**config.mk**
```make
export PLATFORM = sky130hd
export DESIGN_NAME = ex_trap_arb
export DESIGN_NICKNAME = d
export VERILOG_FILES = /design/src/rtl/ex_trap_pkg.sv /design/src/rtl/irq_sync_edge.sv /design/src/rtl/ex_trap_arb.sv
export SDC_FILE = /design/constraint.sdc
export NUM_CORES = 1
export LEC_CHECK = 0
export CORE_MARGIN = 2
export CORE_UTILIZATION = 55
export DETAILED_ROUTE_END_ITERATION = 12
export PLACE_DENSITY = 0.93
export SLEW_MARGIN = 30
export SYNTH_ARGS = -nofsm -noshare
export SYNTH_HDL_FRONTEND = slang
export SYNTH_SLANG_ARGS = --single-unit
```
**constraint.sdc**
```tcl
create_clock -name clk -period 5.6 [get_ports clk]
set_input_delay 0.56 -clock clk [delete_from_list [all_inputs] [get_ports clk]]
set_output_delay 0.56 -clock clk [all_outputs]
set_load 0.005 [all_outputs]
```
**src/rtl/ex_trap_pkg.sv**
```systemverilog
// Shared definitions for the external-interrupt arbiter: register offsets,
// FSM state encoding and ID width.
package ex_trap_pkg;

    localparam int EXT_ID_W = 5;

    localparam logic [1:0] EXT_ENABLE  = 2'd0;
    localparam logic [1:0] EXT_PENDING = 2'd1;
    localparam logic [1:0] EXT_STATUS  = 2'd2;

    localparam logic [1:0] ST_IDLE = 2'd0;
    localparam logic [1:0] ST_REQ  = 2'd1;
    localparam logic [1:0] ST_SVC  = 2'd2;

endpackage

```
**src/rtl/irq_sync_edge.sv**
```systemverilog
// Two-flop synchroniser for one interrupt line followed by a rising-edge
// detector producing a single-cycle rise pulse.
module irq_sync_edge (
    input  logic clk,
    input  logic rst_n,
    input  logic irq,
    output logic rise
);

    logic sync_1;
    logic sync_2;
    logic prev;

    // Reset to 1 so a line already high when reset releases is not taken as
    // an edge; only a fresh low->high after reset sets pending.
    always_ff @(posedge clk or negedge rst_n) begin
        if (!rst_n) begin
            sync_1 <= 1'b1;
            sync_2 <= 1'b1;
            prev   <= 1'b1;
        end else begin
            sync_1 <= irq;
            sync_2 <= sync_1;
            prev   <= sync_2;
        end
    end

    assign rise = sync_2 & ~prev;

endmodule

```
**src/rtl/ex_trap_arb.sv**
```systemverilog
// External-interrupt arbiter: edge-latched pending bits, lowest-ID-first
// offer to the core with valid/ready, in-service hold until completion.
//
// state   | meaning
// IDLE    | no request outstanding; waits for an enabled pending source
// REQ     | offering id to the core; held stable until trap_ready_i
// SVC     | id in service; waits for trap_cplet_i with matching id
module ex_trap_arb
    import ex_trap_pkg::*;
#(
    parameter int NSRC = 31
) (
    input  logic                clk,
    input  logic                rst_n,
    input  logic [31:0]         irq_i,
    output logic                trap_valid_o,
    output logic [EXT_ID_W-1:0] trap_id_o,
    input  logic                trap_ready_i,
    input  logic                trap_cplet_i,
    input  logic [EXT_ID_W-1:0] trap_cplet_id_i,
    input  logic                icb_cmd_valid,
    output logic                icb_cmd_ready,
    input  logic [31:0]         icb_cmd_addr,
    input  logic                icb_cmd_read,
    input  logic [31:0]         icb_cmd_wdata,
    input  logic [3:0]          icb_cmd_wmask,
    output logic                icb_rsp_valid,
    input  logic                icb_rsp_ready,
    output logic                icb_rsp_err,
    output logic [31:0]         icb_rsp_rdata
);

    function automatic logic [31:0] impl_mask(input int nsrc);
        impl_mask = '0;
        for (int i = 1; i < 32; i++) begin
            if (i <= nsrc) impl_mask[i] = 1'b1;
        end
    endfunction

    function automatic logic [EXT_ID_W-1:0] prio_enc(input logic [31:0] v);
        prio_enc = '0;
        for (int i = 31; i >= 1; i--) begin
            if (v[i]) prio_enc = i[EXT_ID_W-1:0];
        end
    endfunction

    localparam logic [31:0] IMPL = impl_mask(NSRC);

    logic [31:0]         rise;
    logic [31:0]         pend;
    logic [31:0]         pend_nxt;
    logic [31:0]         en;
    logic [1:0]          state;
    logic [EXT_ID_W-1:0] id;

    assign rise[0] = 1'b0;
    for (genvar n = 1; n < 32; n++) begin : g_src
        if (n <= NSRC) begin : g_impl
            irq_sync_edge u_sync (
                .clk   (clk),
                .rst_n (rst_n),
                .irq   (irq_i[n]),
                .rise  (rise[n])
            );
        end else begin : g_unimpl
            assign rise[n] = 1'b0;
        end
    end

    logic        cmd_acc;
    logic [1:0]  sel;
    logic [31:0] bmask;
    logic        wr_en;
    logic        wr_pend;
    logic        claim;
    logic [31:0] status;
    logic [31:0] rd_val;

    assign icb_cmd_ready = ~icb_rsp_valid | icb_rsp_ready;
    assign cmd_acc = icb_cmd_valid & icb_cmd_ready;
    assign sel     = icb_cmd_addr[3:2];
    assign bmask   = {{8{icb_cmd_wmask[3]}}, {8{icb_cmd_wmask[2]}},
                      {8{icb_cmd_wmask[1]}}, {8{icb_cmd_wmask[0]}}};
    assign wr_en   = cmd_acc & ~icb_cmd_read & (sel == EXT_ENABLE);
    assign wr_pend = cmd_acc & ~icb_cmd_read & (sel == EXT_PENDING);
    assign claim   = (state == ST_REQ) & trap_ready_i;
    assign status  = {(state != ST_IDLE), 26'd0, id};

    // Clears first, new edges last: a coincident edge beats W1C and claim.
    always_comb begin
        pend_nxt = pend;
        if (wr_pend) pend_nxt = pend_nxt & ~(icb_cmd_wdata & bmask);
        if (claim) pend_nxt[id] = 1'b0;
        pend_nxt = (pend_nxt | rise) & IMPL;
    end

    always_comb begin
        rd_val = '0;
        case (sel)
            EXT_ENABLE:  rd_val = en;
            EXT_PENDING: rd_val = pend;
            EXT_STATUS:  rd_val = status;
            default:     rd_val = '0;
        endcase
    end

    always_ff @(posedge clk or negedge rst_n) begin
        if (!rst_n) begin
            pend <= '0;
            en   <= '0;
        end else begin
            pend <= pend_nxt;
            if (wr_en) en <= ((icb_cmd_wdata & bmask) | (en & ~bmask)) & IMPL;
        end
    end

    always_ff @(posedge clk or negedge rst_n) begin
        if (!rst_n) begin
            icb_rsp_valid <= 1'b0;
            icb_rsp_err   <= 1'b0;
            icb_rsp_rdata <= '0;
        end else if (cmd_acc) begin
            icb_rsp_valid <= 1'b1;
            icb_rsp_err   <= (sel == 2'd3);
            icb_rsp_rdata <= icb_cmd_read ? rd_val : 32'd0;
        end else if (icb_rsp_ready) begin
            icb_rsp_valid <= 1'b0;
        end
    end

    always_ff @(posedge clk or negedge rst_n) begin
        if (!rst_n) begin
            state <= ST_IDLE;
            id    <= '0;
        end else begin
            case (state)
                ST_IDLE: begin
                    if (|(pend & en)) begin
                        state <= ST_REQ;
                        id    <= prio_enc(pend & en);
                    end
                end
                ST_REQ: begin
                    if (trap_ready_i) state <= ST_SVC;
                end
                ST_SVC: begin
                    if (trap_cplet_i && (trap_cplet_id_i == id)) begin
                        state <= ST_IDLE;
                        id    <= '0;
                    end
                end
                default: begin
                    state <= ST_IDLE;
                    id    <= '0;
                end
            endcase
        end
    end

    assign trap_valid_o = (state == ST_REQ);
    assign trap_id_o    = id;

endmodule

```
==> flow_metrics.py, run 1 <==
metrics = {
    "run_status": {
        "status": "completed",
    },
    "clock_network": {
        "cts.sinks": 196,
        "cts_inserted_buffers": 17,
        "path_clk_slew_ns": 0.07,
        "htreeDepth": 4,
        "cts_tree": "yes",
        "cts_root_buf": "clkbuf_16",
        "cts_resized": 0,
        "clock_path_buffers": 2,
        "ctsHoldBuffers": 0,
        "cts_setup_buffers": 0,
        "insertion_delay_ns": 0.43,
    },
    "timing": {
        "slew_headroom_pct": 38.5,
        "fin_worst_skew_ns": 0.00864,
        "period_needed_ns": 2.81,
        "finalHoldViolCount": 0,
        "finalSetupTns_ns": 0,
        "fin_crit_sh_pct": 50.1,
        "fmax_mhz": 356,
        "setup_viol": 0,
        "rsz0062_at_grt": "false",
        "timing.final.max_slew_violations": 0,
        "worstMarginPinSlew_ns": 0.918,
    },
    "setup_path": {
        "end_kind": "flop",
        "crit_top_cell": "nand2_1",
        "crit_fanout": 38,
        "max_stage_delay_ns": 0.72,
        "criticalPathCategory": "primary input to flop",
        "crit_arrival_ns": 3.12,
        "cpMaxStageDelayCell": "nor4_2",
        "crit_family": "simple AND/OR/NAND/NOR gates",
        "path_buf_inv": 2,
        "path_cells": "clkdlybuf4s50_1 > nand2b_1 > nand2_1 > buf_4 > nor4_2 > nand2_1 > mux2_2",
        "required_ns": 5.91,
        "start_kind": "primary input",
    },
    "routing": {
        "vias_per_cell": 5.90,
        "vias": 5506,
        "drt-total-wl_um": 18300,
        "wl_per_cell_um": 19.6,
        "detail-route-antenna-nets": 0,
        "drc": 0,
        "drt_first_iter_violations": 625,
        "drt_first_pass_iters": 5,
    },
    "global_routing": {
        "antenna_found_initial": 0,
        "grt_usage_pct": 26.1,
        "grt_start_max_net_pins": 97,
        "grt_pass1_wl_um": 29100,
        "gr-total-overflow": 0,
        "grt_pass1_vias": 5641,
    },
    "yosys": {
        "synth_top_area_share_pct": 33.5,
        "syn_nets": 731,
        "ys_seq_elements": 196,
        "netlist_area_mm2": 0.00768,
        "async_flop_share_pct": 100,
        "yosys.area.top_type": "dfrtp_1",
        "ys.warnings.count": 0,
        "ys_seq_area_share_pct": 65.3,
        "yosys-top-cells-area": "dfrtp_1, dfstp_2, nand2_1",
        "syn_inst": 619,
        "syn_area_per_cell_um2": 12.4,
        "synth-edff-count": 0,
        "post-synth-top-count-cell": "nand2_1",
        "synth_cell_types": 56,
        "synthFlopType": "dfrtp_1",
        "synthTopCellsByCount": "nand2_1, dfrtp_1, dfstp_2",
    },
    "final_layout": {
        "fin_util_pct": 69.8,
        "drive_gt1_share_pct": 22.9,
        "layout.nets": 853,
        "syn2layout_area_growth_pct": 25.1,
        "antennaDiodeCount": 0,
    },
    "power_and_ir_drop": {
        "leakage_nw": 3.97,
        "irDropWorstVdd_mv": 0.252,
        "p_int_mw": 2.61,
        "clkPwrFrac_pct": 33.0,
        "p_switching_mw": 0.997,
        "power_density_mw_per_mm2": 375,
        "pwr-share-comb_pct": 17.8,
        "p_sw_share_pct": 27.7,
        "seq_power_share_pct": 49.2,
    },
    "die": {
        "die_area_mm2": 0.0149,
        "pin_count": 153,
        "num_rows": 43,
        "core_mm2": 0.0138,
        "die_w_um": 122,
        "start_util_pct": 55.8,
        "fp.dieH_um": 122,
    },
    "place": {
        "place.gp.congestion": 0.879,
        "hpwl_um": 12500,
        "io_buffers": 120,
    },
    "hold_path": {
        "hold_path.class": "primary input to async pin",
    },
    "job": {
        "cap_viol_max_count": 0,
    },
}
-- final cells by class --
type,count,area [um^2]
flip-flops and latches,196,5020
clock inverters,9,104
well taps,180,225
clock buffers,23,468
repair buffers,124,1230
fillers,939,4160
multi-input cells,369,2440
inverters,33,124
-- layout by cell type, fill, tap and decap left out, types with 2 or more instances in the layout --
cell / netlist / routed
nand2_1: 134 / 134
nor3b_1: 3 / 3
clkbuf_8: 0 / 2
nor2_1: 6 / 6
a22oi_1: 10 / 10
xor2_1: 4 / 4
and3b_1: 2 / 2
clkbuf_1: 10 / 4
bufinv_16: 0 / 2
nand4_1: 2 / 2
a21oi_1: 7 / 7
dfrtp_1: 103 / 103
a211oi_1: 3 / 3
nand3_1: 12 / 12
a31oi_1: 2 / 2
clkinv_2: 0 / 4
a31o_2: 2 / 2
a32o_1: 36 / 36
buf_4: 0 / 5
clkdlybuf4s50_1: 0 / 118
dfstp_2: 93 / 93
nor2b_1: 2 / 2
clkbuf_16: 0 / 17
nor3_1: 6 / 6
mux2_2: 30 / 30
clkinvlp_4: 0 / 2
o21ai_0: 39 / 39
a32oi_1: 2 / 2
and2_1: 5 / 5
nor3b_2: 2 / 2
nand2b_1: 2 / 2
or3_4: 2 / 2
inv_1: 33 / 33
mux2i_1: 31 / 31
-- path summary, 6_finish.rpt --
kind                            cells after the start                             end                           start  slack (ns)
worst max-delay path                                7                            flop                   icb_rsp_ready        2.79
worst min-delay path                                1               icb_rsp_rdata[19]                           rst_n        0.22
worst max register to register                      6                            flop                   icb_rsp_valid        3.03
worst min register to register                      0  g_src[14].g_impl.u_sync.sync_2  g_src[14].g_impl.u_sync.sync_1        0.36
max in group asynchronous                           2                         pend[3]                           rst_n        4.16
min in group clk                                    0  g_src[14].g_impl.u_sync.sync_2  g_src[14].g_impl.u_sync.sync_1        0.36
-- worst reg2reg max path: cells and delay by family (launching register included) --
| kind | cells | cell delay (ns) |
|---|---|---|
| AND/OR/NAND/NOR | 4 | 1.41 |
| multiplexers | 1 | 0.40 |
| flip-flops | 1 | 0.38 |
| buffers and inverters | 1 | 0.26 |
-- cells by family after synthesis --
group	Yosys count	share of synthesized area, %
DFF	196	65.3
and+or+nand+nor	188	11.3
AOI/OAI and AO/OA	114	11.4
muxes	62	8.58
buffers and inverters	54	2.87
xor gates and xnor gates	5	0.570
-- routing by layer --
| layer | share of wire, % | vias to the layer above | global-route usage, % |
|---|---|---|---|
| met5 | 0 | - | 0 |
| met3 | 7.3 | 56 | 5.85 |
| met2 | 50 | 274 | 42.2 |
| met4 | 3.5 | 0 | 10.8 |
| li1 | - | 2414 | - |
| met1 | 39 | 2762 | 34.5 |
-- per-stage QoR --
| stage | power, mW | setup WS [ns] | cells | hold WS, ns | area [um^2] |
|---|---|---|---|---|---|
| 2_1_floorplan | 2.10 | 3.68 | 619 | 0.264 | 7680 |
| 3_3_place_gp | 2.38 | 2.62 | 902 | 0.345 | 9040 |
| 3_5_place_dp | 2.42 | 2.53 | 902 | 0.347 | 9040 |
| 4_1_cts | 3.61 | 2.94 | 934 | 0.247 | 9610 |
| 5_1_grt | 3.76 | 2.75 | 934 | 0.283 | 9610 |
| 6_report | 3.60 | 2.79 | 934 | 0.224 | 9610 |
-- power groups by stage --
| stage | clock network, mW | registers (mW) | logic [mW] |
|---|---|---|---|
| floorplan | 0 | 1.72 | 0.382 |
| finish | 1.19 | 1.77 | 0.642 |
| detailed placement | 0 | 1.79 | 0.630 |
| CTS | 1.20 | 1.77 | 0.638 |
| global placement | 0 | 1.77 | 0.610 |
| global route | 1.27 | 1.79 | 0.700 |
Note: power is estimated with default switching activity, not from simulation.
==> inputs of run 2 (changes only) <==
--- a/config.mk
+++ b/config.mk
@@ -6,9 +6,9 @@
 export NUM_CORES = 1
 export LEC_CHECK = 0
 export CORE_MARGIN = 2
-export CORE_UTILIZATION = 55
+export CORE_UTILIZATION = 46
 export DETAILED_ROUTE_END_ITERATION = 12
-export PLACE_DENSITY = 0.93
+export PLACE_DENSITY = 0.84
 export SLEW_MARGIN = 30
 export SYNTH_ARGS = -nofsm -noshare
 export SYNTH_HDL_FRONTEND = slang
==> constraint.sdc (replaced) <==
create_clock -name clk -period 2.3 [get_ports clk]
set_input_delay 0.23 -clock clk [delete_from_list [all_inputs] [get_ports clk]]
set_output_delay 0.23 -clock clk [all_outputs]
set_load 0.005 [all_outputs]
==> flow_metrics.py, run 2 (synthesis results as in run 1) <==
metrics = {
    "setup_path": {
        "required_ns": 2.62,
        "r2r_slack_ns": 0.28,
        "end_kind": "flop",
        "start_kind": "flop",
        "crit_arrival_ns": 2.34,
        "crit_fanout": 4,
        "criticalPathCategory": "flop to flop",
    },
    "power_and_ir_drop": {
        "power.total_mw": 8.76,
        "power_density_mw_per_mm2": 888,
        "irDropWorstVdd_mv": 0.629,
        "leakage_nw": 4.10,
    },
    "timing": {
        "period_needed_ns": 2.02,
        "setup_viol": 0,
        "fin_worst_skew_ns": 0.0114,
        "slew_headroom_pct": 62.4,
        "fin_crit_sh_pct": 87.8,
        "timing.final.max_slew_violations": 0,
        "finalSetupTns_ns": 0,
        "rsz0062_at_grt": "false",
        "finalHoldViolCount": 0,
        "fmax_mhz": 495,
        "worstMarginPinSlew_ns": 0.564,
    },
    "die": {
        "pin_count": 153,
        "start_util_pct": 46.7,
        "die_area_mm2": 0.0178,
        "fp.dieH_um": 133,
        "core_mm2": 0.0165,
        "die_w_um": 133,
        "num_rows": 47,
    },
    "clock_network": {
        "cts.sinks": 196,
        "cts_resized": 0,
        "clock_path_buffers": 2,
        "cts_inserted_buffers": 17,
        "cts_root_buf": "clkbuf_16",
        "htreeDepth": 4,
        "cts_tree": "yes",
        "insertion_delay_ns": 0.45,
        "path_clk_slew_ns": 0.07,
    },
    "final_layout": {
        "fin_util_pct": 59.9,
        "layout_commonest_cell": "nand2_1",
        "layoutNonFillerInstCount": 1001,
        "antennaDiodeCount": 0,
        "syn2layout_area_growth_pct": 28.4,
        "drive_gt1_share_pct": 26.0,
        "mostFrequentLayoutCells": "nand2_1, clkdlybuf4s50_1, dfrtp_1",
        "layout.nets": 880,
    },
    "global_routing": {
        "antenna_found_initial": 0,
        "grt_usage_pct": 22.2,
        "grt_pass1_vias": 5649,
        "gr-total-overflow": 0,
        "grt_start_max_net_pins": 69,
        "grt_pass1_wl_um": 29800,
    },
    "place": {
        "hpwl_um": 13200,
        "place.gp.congestion": 0.814,
        "dp_cells": 968,
        "io_buffers": 120,
    },
    "routing": {
        "drt_first_iter_violations": 468,
        "vias": 5426,
        "drc": 0,
        "drt_first_pass_iters": 5,
        "wl_per_cell_um": 18.9,
        "detail-route-antenna-nets": 0,
        "drt-total-wl_um": 18900,
        "vias_per_cell": 5.42,
    },
    "job": {
        "cap_viol_max_count": 0,
    },
    "hold_path": {
        "hold_path.class": "primary input to flop",
    },
    "run_status": {
        "status": "completed",
    },
}
## run 2: cell types whose count changed in the layout (fill, tap and decap cells not counted)
cell and delta:
buf_4 +23, inv_6 +5, clkbuf_1 -4, buf_12 +2, bufinv_16 -2, clkinv_4 +2, inv_8 +2, buf_2 +1
buf_6 -1, clkbuf_8 -1, clkinvlp_4 -1, dlygate4sd3_1 +1
## run 2: power breakdown
part           internal, mW  switching, mW
clock                  1.41           1.37
sequential             3.88          0.307
combinational         0.906          0.885
## run 2: final timing paths
kind	depth (start not counted)	endpoint	startpoint
worst min-delay path	1	g_src[23].g_impl.u_sync.sync_1	irq_i[23]
worst max register to register	6	trap_id_o[0]	pend[15]
min in group asynchronous	2	async pin	rst_n
worst min register to register	0	g_src[25].g_impl.u_sync.sync_2	g_src[25].g_impl.u_sync.sync_1
worst max-delay path	6	trap_id_o[0]	pend[15]
max in group asynchronous	3	g_src[22].g_impl.u_sync.sync_1	rst_n
## run 2: critical path, stage by stage (launching register included)
cell and delay (ns):
dfrtp_1 0.43, a22oi_1 0.30, nand3_1 0.22, or3_4 0.44, nor2_4 0.13, nor3_1 0.07, a221o_1 0.32
## run 2: layout make-up
class / count / area [um^2]
Multi-Input combinational cell: 369 / 2440
Inverter: 33 / 124
Sequential cell: 196 / 5020
Tap cell: 220 / 275
Clock buffer: 17 / 425
Fill cell: 1289 / 6600
Clock inverter: 15 / 120
Timing Repair Buffer: 151 / 1460
## run 2: metal layers
metal | global-route usage (%) | share of wire (%) | vias up | routed length [um]
li1 | - | - | 2476 | -
met1 | 28.7 | 43 | 2694 | 8040
met2 | 35.5 | 48 | 207 | 9090
met3 | 5.94 | 6.1 | 49 | 1150
met4 | 9.81 | 3.2 | 0 | 595
met5 | 0 | 0 | - | 0
## run 2: stage by stage
| step | hold WS, ns | setup slack [ns] | area [um^2] |
|---|---|---|---|
| 2_1_floorplan | -0.0656 | 0.472 | 7680 |
| 3_3_place_gp | 0.278 | 0.134 | 9310 |
| 3_5_place_dp | 0.281 | 0.0341 | 9310 |
| 4_1_cts | 0.170 | 0.275 | 9870 |
| 5_1_grt | 0.178 | 0.109 | 9870 |
| 6_report | 0.186 | 0.282 | 9870 |
## run 2: what timing repair did
action / CTS / global route
hold buffers: 1 / 0
hold endpoints to repair: 40 / 0
setup buffers: 0 / 0
